<file path="src/rtl/nco_sched_pkg.sv">
// Shared types and default sizing for the NCO slot scheduler.
package nco_sched_pkg;
  localparam int VOICES_D   = 8;
  localparam int V_OSC_D    = 4;
  localparam int V_WIDTH_D  = 3;
  localparam int O_WIDTH_D  = 2;
  localparam int SLOT_DIV_D = 4;

  typedef enum logic {IDLE = 1'b0, RUN = 1'b1} state_t;

  // Phase-RAM address pair at default widths.
  typedef struct packed {
    logic [V_WIDTH_D-1:0] vx;
    logic [O_WIDTH_D-1:0] ox;
  } slot_idx_t;
endpackage

</file>
<file path="src/rtl/nco_slot_sched_if.sv">
// Control/slot-address bundle between the scheduler and the NCO datapath.
interface nco_slot_sched_if import nco_sched_pkg::*; #(
  parameter int VOICES  = VOICES_D,
  parameter int V_WIDTH = V_WIDTH_D,
  parameter int O_WIDTH = O_WIDTH_D
);
  logic               run;
  logic [VOICES-1:0]  reset_req;
  logic [VOICES-1:0]  reset_ack;
  logic [V_WIDTH-1:0] vx;
  logic [O_WIDTH-1:0] ox;
  logic               osc_accum_zero;
  logic               slot_clk;
  logic               slot_stb;
  logic               frame_stb;

  modport master (
    output run, reset_req,
    input  reset_ack, vx, ox, osc_accum_zero, slot_clk, slot_stb, frame_stb
  );
  modport slave (
    input  run, reset_req,
    output reset_ack, vx, ox, osc_accum_zero, slot_clk, slot_stb, frame_stb
  );
endinterface

</file>
<file path="src/rtl/nco_slot_div.sv">
// Slot divider: position within a slot, slot clock and slot-start strobe.
module nco_slot_div #(
  parameter int SLOT_DIV = 4
) (
  input  logic OSC_CLK,
  input  logic iRST_N,
  input  logic start,
  input  logic run_en,
  output logic slot_clk,
  output logic slot_stb,
  output logic pre_last,
  output logic last
);
  localparam int DW = $clog2(SLOT_DIV);

  logic [DW-1:0] div_cnt;

  assign last     = run_en && (div_cnt == DW'(SLOT_DIV-1));
  assign pre_last = run_en && (div_cnt == DW'(SLOT_DIV-2));

  // start loads the first cycle of a slot; anything else outside a slot parks at zero.
  always_ff @(posedge OSC_CLK or negedge iRST_N) begin
    if (!iRST_N) begin
      div_cnt  <= '0;
      slot_clk <= 1'b0;
      slot_stb <= 1'b0;
    end else if (start) begin
      div_cnt  <= '0;
      slot_clk <= 1'b1;
      slot_stb <= 1'b1;
    end else if (run_en && !last) begin
      div_cnt  <= div_cnt + 1'b1;
      slot_clk <= (div_cnt < DW'(SLOT_DIV/2 - 1));
      slot_stb <= 1'b0;
    end else begin
      div_cnt  <= '0;
      slot_clk <= 1'b0;
      slot_stb <= 1'b0;
    end
  end
endmodule

</file>
<file path="src/rtl/nco_slot_sched.sv">
// NCO bank slot scheduler: sweeps {vx,ox}, and zeroes whole voices on request
// within a single frame before acknowledging.
module nco_slot_sched import nco_sched_pkg::*; #(
  parameter int VOICES   = VOICES_D,
  parameter int V_OSC    = V_OSC_D,
  parameter int V_WIDTH  = V_WIDTH_D,
  parameter int O_WIDTH  = O_WIDTH_D,
  parameter int SLOT_DIV = SLOT_DIV_D
) (
  input logic             OSC_CLK,
  input logic             iRST_N,
  nco_slot_sched_if.slave bus
);
  typedef struct packed {
    logic [V_WIDTH-1:0] vx;
    logic [O_WIDTH-1:0] ox;
  } idx_t;

  state_t            state_q, state_d;
  idx_t              idx_q, idx_nx;
  logic              start, stop, last, pre_last, tail, run_en;
  logic              zero_q, frame_q;
  logic [VOICES-1:0] pend_q, arm_q, pend_nx, arm_nx;
  logic [VOICES-1:0] load_vec, ack_vec, ack_q, req_all;

  assign run_en  = (state_q == RUN);
  assign req_all = pend_q | bus.reset_req;

  nco_slot_div #(.SLOT_DIV(SLOT_DIV)) u_div (
    .OSC_CLK (OSC_CLK),
    .iRST_N  (iRST_N),
    .start   (start),
    .run_en  (run_en),
    .slot_clk(bus.slot_clk),
    .slot_stb(bus.slot_stb),
    .pre_last(pre_last),
    .last    (last)
  );

  always_ff @(posedge OSC_CLK or negedge iRST_N) begin
    if (!iRST_N) state_q <= IDLE;
    else         state_q <= state_d;
  end

  // Leaving RUN only happens on a slot boundary so the running slot completes.
  always_comb begin
    state_d = state_q;
    start   = 1'b0;
    stop    = 1'b0;
    case (state_q)
      IDLE: if (bus.run) begin
        state_d = RUN;
        start   = 1'b1;
      end
      RUN: if (last) begin
        if (bus.run) start = 1'b1;
        else begin
          state_d = IDLE;
          stop    = 1'b1;
        end
      end
      default: state_d = IDLE;
    endcase
  end

  always_comb begin
    idx_nx = '0;
    if (run_en) begin
      idx_nx = idx_q;
      if (idx_q.ox == O_WIDTH'(V_OSC-1)) begin
        idx_nx.ox = '0;
        idx_nx.vx = (idx_q.vx == V_WIDTH'(VOICES-1)) ? '0 : idx_q.vx + 1'b1;
      end else begin
        idx_nx.ox = idx_q.ox + 1'b1;
      end
    end
  end

  // tail: the edge into the last cycle of a voice's final oscillator slot.
  assign tail     = run_en && pre_last && (idx_q.ox == O_WIDTH'(V_OSC-1));
  assign load_vec = (start && idx_nx.ox == '0) ? (VOICES'(1) << idx_nx.vx) : '0;
  assign ack_vec  = tail ? (arm_q & (VOICES'(1) << idx_q.vx)) : '0;

  // On stop an armed voice falls back to pending so its zero is redone in full.
  always_comb begin
    if (stop) begin
      pend_nx = req_all | arm_q;
      arm_nx  = '0;
    end else begin
      pend_nx = req_all & ~load_vec;
      arm_nx  = (arm_q & ~ack_vec & ~load_vec) | (load_vec & req_all);
    end
  end

  always_ff @(posedge OSC_CLK or negedge iRST_N) begin
    if (!iRST_N) begin
      pend_q  <= '0;
      arm_q   <= '0;
      ack_q   <= '0;
      frame_q <= 1'b0;
      idx_q   <= '0;
      zero_q  <= 1'b0;
    end else begin
      pend_q  <= pend_nx;
      arm_q   <= arm_nx;
      ack_q   <= ack_vec;
      frame_q <= tail && (idx_q.vx == V_WIDTH'(VOICES-1));
      if (start) begin
        idx_q  <= idx_nx;
        zero_q <= arm_nx[idx_nx.vx];
      end else if (stop) begin
        idx_q  <= '0;
        zero_q <= 1'b0;
      end
    end
  end

  assign bus.vx             = idx_q.vx;
  assign bus.ox             = idx_q.ox;
  assign bus.osc_accum_zero = zero_q;
  assign bus.reset_ack      = ack_q;
  assign bus.frame_stb      = frame_q;
endmodule

</file>
<file path="src/flat_wrapper.sv">
// flat-port wrapper written by rule: the top's interface ports become plain ports
module nco_slot_sched_flat import nco_sched_pkg::*;
#(
  parameter int VOICES   = VOICES_D,
  parameter int V_OSC    = V_OSC_D,
  parameter int V_WIDTH  = V_WIDTH_D,
  parameter int O_WIDTH  = O_WIDTH_D,
  parameter int SLOT_DIV = SLOT_DIV_D
)
  (OSC_CLK, iRST_N, bus_run, bus_reset_req, bus_reset_ack, bus_vx, bus_ox, bus_osc_accum_zero, bus_slot_clk, bus_slot_stb, bus_frame_stb);
  nco_slot_sched_if #(.VOICES(VOICES), .V_WIDTH(V_WIDTH), .O_WIDTH(O_WIDTH)) bus_i ();
  input logic OSC_CLK;
  input logic iRST_N;
  input wire logic [$bits(bus_i.run)-1:0] bus_run;
  input wire logic [$bits(bus_i.reset_req)-1:0] bus_reset_req;
  output wire logic [$bits(bus_i.reset_ack)-1:0] bus_reset_ack;
  output wire logic [$bits(bus_i.vx)-1:0] bus_vx;
  output wire logic [$bits(bus_i.ox)-1:0] bus_ox;
  output wire logic [$bits(bus_i.osc_accum_zero)-1:0] bus_osc_accum_zero;
  output wire logic [$bits(bus_i.slot_clk)-1:0] bus_slot_clk;
  output wire logic [$bits(bus_i.slot_stb)-1:0] bus_slot_stb;
  output wire logic [$bits(bus_i.frame_stb)-1:0] bus_frame_stb;
  assign bus_i.run = bus_run;
  assign bus_i.reset_req = bus_reset_req;
  assign bus_reset_ack = bus_i.reset_ack;
  assign bus_vx = bus_i.vx;
  assign bus_ox = bus_i.ox;
  assign bus_osc_accum_zero = bus_i.osc_accum_zero;
  assign bus_slot_clk = bus_i.slot_clk;
  assign bus_slot_stb = bus_i.slot_stb;
  assign bus_frame_stb = bus_i.frame_stb;
  nco_slot_sched #(.VOICES(VOICES), .V_OSC(V_OSC), .V_WIDTH(V_WIDTH), .O_WIDTH(O_WIDTH), .SLOT_DIV(SLOT_DIV)) u_core (.OSC_CLK(OSC_CLK), .iRST_N(iRST_N), .bus(bus_i));
endmodule
</file>
<file path="config.mk">
export PLATFORM = sky130hd
export DESIGN_NAME = nco_slot_sched_flat
export DESIGN_NICKNAME = d
export VERILOG_FILES = /design/src/rtl/nco_sched_pkg.sv /design/src/rtl/nco_slot_sched_if.sv /design/src/rtl/nco_slot_div.sv /design/src/rtl/nco_slot_sched.sv /design/src/flat_wrapper.sv
export SDC_FILE = /design/constraint.sdc
export NUM_CORES = 1
export LEC_CHECK = 0
export ABC_AREA = 1
export BUFFER_PORTS_ARGS = -buffer_cell sky130_fd_sc_hd__buf_4
export CAP_MARGIN = 20
export CORE_ASPECT_RATIO = 1.5
export CORE_MARGIN = 2
export CORE_UTILIZATION = 40
export DETAILED_ROUTE_END_ITERATION = 12
export PLACE_DENSITY = 0.69
export SYNTH_ARGS = -nofsm -noshare
export SYNTH_HDL_FRONTEND = slang
export SYNTH_SLANG_ARGS = --single-unit
</file>
<file path="constraint.sdc">
create_clock -name OSC_CLK -period 4.8 [get_ports OSC_CLK]
set_input_delay 0.24 -clock OSC_CLK [delete_from_list [all_inputs] [get_ports OSC_CLK]]
set_output_delay 0.24 -clock OSC_CLK [all_outputs]
set_load 0.05 [all_outputs]
</file>
==> impl_metrics.env <==
export IMPL_status="finished clean"
export IMPL_cpLargestDelayFamily="simple AND/OR/NAND/NOR gates"
export IMPL_ys_warn_count=0
export IMPL_final_cell_mix="nand2_1, dfrtp_1, buf_4, nor2_1, inv_1"
export IMPL_cts_buffers=5
export IMPL_wl_per_cell_um=13.05
export IMPL_fin_crit_sh_pct=48.34
export IMPL_die_height_um=89.09
export IMPL_p_per_area_nw_per_um2=506.6
export IMPL_dp_hpwl_um=3250
export IMPL_synthTopCellsByArea="dfrtp_1, nand2_1, ha_1, nor2_1, nand3_1"
export IMPL_grt_first_pass_wirelength_um=7196
export IMPL_ctsResizeCount=0
export IMPL_synth_fa_ha_area_share_pct=6.481
export IMPL_arrival_ns=2.51
export IMPL_syn_num_nets=251
export IMPL_antenna_found_initial=0
export IMPL_drt_pass1_iterations=4
export IMPL_grt_pass1_vias=1574
export IMPL_fin_worst_skew_ns=0.004490
export IMPL_synth_compound_area_share_pct=8.231
export IMPL_yosys_mux_area_fraction_pct=0
export IMPL_final_antenna_net_count=0
export IMPL_layout_commonest_cell="nand2_1"
export IMPL_synth_top_area_share_pct=46.66
export IMPL_worstPathRequired_ns=4.99
export IMPL_synth_cells=230
export IMPL_path_clk_slew_ns=0.07
export IMPL_placed_area_sq_um=2200
export IMPL_cp_start_kind="flop"
export IMPL_cts_sinks=36
export IMPL_p_leak_uw=0.001106
export IMPL_globalRouteTotalUtil_pct=18.20
export IMPL_dieArea_sq_um=5410
export IMPL_path_class="flop to flop"
export IMPL_cts_max_path_buffers=2
export IMPL_drtIter0Drc=41
export IMPL_rsz0062_at_grt="no"
export IMPL_worstMarginPinSlew_ns=0.6194
export IMPL_maxCapViolations=0
export IMPL_synth_top_family_by_area="simple AND/OR/NAND/NOR gates"
export IMPL_synth_avg_cell_area_sq_um=8.394
export IMPL_path_common_cell="nand2_1"
export IMPL_synth_distinct_cells=27
export IMPL_synth_area_sq_um=1931
export IMPL_post_cts_buffers=0
export IMPL_finalSetupViolations=0
export IMPL_layout_drive_gt1_share_pct=23.19
export IMPL_syn_to_final_growth_pct=19.44
export IMPL_path_cells="ha_1 > ha_1 > inv_1 > nand2_1 > nand2_1 > nand3_4 > nor2_4 > nand3_1 > nand3_1 > nand2_1 > nand2_1 > inv_1 > nand2_1 > nand2_1 > nand2_1 > nand2_1"
export IMPL_overflow=0
export IMPL_cts_root_buf="clkbuf_8"
export IMPL_yosys_area_share_simple_pct=31.76
export IMPL_pin_count=28
export IMPL_path_buf_inv=2
export IMPL_synth_xor_xnor_area_share_pct=0
export IMPL_critPathMaxFanout=8
export IMPL_seq_area_frac_synth_pct=46.66
export IMPL_cts_tree="done"
export IMPL_tns_ns=0
export IMPL_clkLatencyLatePin_ns=0.29
export IMPL_cpMaxStageDelayCell="dfrtp_1"
export IMPL_fp_dieW_um=60.73
export IMPL_slowest_delay_ns=0.44
export IMPL_final_cell_area_sq_um=2306
export IMPL_cts_max_level=2
export IMPL_fmax_mhz=431.0
export IMPL_endpoint_kind="flop"
export IMPL_ir_drop_mv=0.3137
export IMPL_slew_headroom_pct=58.71
export IMPL_vias_per_cell=4.824
export IMPL_hold_violations=0
export IMPL_wl_um=4295
export IMPL_antennaDiodeCount=0
export IMPL_slew_violations=0
export IMPL_ys_seq_elements=36
export IMPL_num_vias=1587
export IMPL_period_minus_slack_ns=2.320
export IMPL_place_congestion=0.9086
export IMPL_drc=0
export IMPL_start_util_pct=40.80
export IMPL_core_area_sq_um=4732
export IMPL_rows=31
export IMPL_grt_max_degree=37
export IMPL_nNetsFinal=284
export IMPL_port_buffers=27
export IMPL_yosysTopAreaCell="dfrtp_1"
export IMPL_hold_class="primary input to flop"
export IMPL_n_fill_cell=501
[cells in the mapped netlist]
cell type and number:
buf_6 1, nor3_2 2, inv_2 7, nand3_4 2, buf_2 1, nor2_1 27, inv_1 21, nor2_2 4
and3_1 1, a21oi_1 5, nand3_1 16, o21ai_0 7, nand4_1 4, nor2_8 1, nand2_1 59, nand2_2 4
o22ai_1 2, nor2_4 2, nand2_4 1, dfrtp_1 36, o21ai_1 8, buf_4 1, a21oi_4 1, clkinv_1 1
nand3_2 2, a22oi_1 4, ha_1 10
[cells by family (layout without fill, tap and decap cells)]
group | after synthesis | after routing
and+or+nand+nor | 125 | 125
adders and majority gates | 10 | 10
AOI/OAI and AO/OA | 27 | 27
DFF | 36 | 36
buffers and inverters | 32 | 65
[state kept, by name, indices dropped and copies added (netlist names)]
name / cells
u_core.pend_q: 8
u_core.u_div.slot_stb: 1
u_core.u_div.div_cnt: 2
u_core.arm_q: 8
u_core.bus.vx: 3
u_core.bus.reset_ack: 8
u_core.run_en: 1
u_core.bus.osc_accum_zero: 1
u_core.bus.frame_stb: 1
u_core.u_div.slot_clk: 1
u_core.bus.ox: 2
[stage by stage]
stage          setup WS [ns]  power, uW  util [%]  hold WS, ns  instances
5_1_grt                2.186       1249     48.73       0.1887        329
6_report               2.480       1168     48.73       0.1756        329
3_5_place_dp           2.488      940.3     46.48       0.2264        321
4_1_cts                2.455       1176     48.73       0.1746        329
2_1_floorplan          2.568      808.0         -     -0.05559        230
3_3_place_gp           2.509      934.2     46.48       0.2248        321
[layout make-up]
class | count | area [sq um] | area share [%]
Sequential cell | 36 | 900.9 | 39.07
Multi-Input combinational cell | 162 | 897.1 | 38.90
Timing Repair Buffer | 29 | 220.2 | 9.550
Inverter | 29 | 108.9 | 4.721
Clock buffer | 7 | 96.34 | 4.178
Tap cell | 66 | 82.58 | 3.581
[layer usage]
layer | part of all wire (%) | track usage [%] | up-vias
met1 | 40 | 20.94 | 755
met3 | 3.2 | 3.329 | 6
li1 | - | - | 799
met2 | 55 | 32.06 | 27
met5 | 0 | 0 | -
met4 | 2.2 | 8.103 | 0
[repair_timing]
item	CTS	global route
hold buffers	1	0
endpoints found under the hold margin	36	0
setup endpoints to repair	0	0
[where the power goes]
group / switching (uW) / internal, uW / total, uW
Combinational: 353 / 157 / 510
Sequential: 60.6 / 365 / 425
Clock: 105 / 128 / 233
[worst min-delay path: stages]
cell	delay, ns
buf_4	0.09
inv_2	0.05
nand2_1	0.05
[final timing paths]
kind	cells after the start	slack, ns	from	endpoint
worst min-delay path	3	0.18	bus_run	u_core.run_en$_DFF_PN0_
worst max-delay path	16	2.48	u_core.bus.vx[0]$_DFFE_PN0P_	u_core.bus.osc_accum_zero$_DFFE_PN0P_
min in group asynchronous	2	0.44	iRST_N	u_core.arm_q[4]$_DFF_PN0_
worst max register to register	16	2.48	u_core.bus.vx[0]$_DFFE_PN0P_	u_core.bus.osc_accum_zero$_DFFE_PN0P_
max in group asynchronous	2	4.04	iRST_N	u_core.arm_q[5]$_DFF_PN0_
worst min register to register	1	0.46	u_core.u_div.div_cnt[0]$_DFF_PN0_	u_core.u_div.div_cnt[0]$_DFF_PN0_
Power figures use the tool's default switching activity.
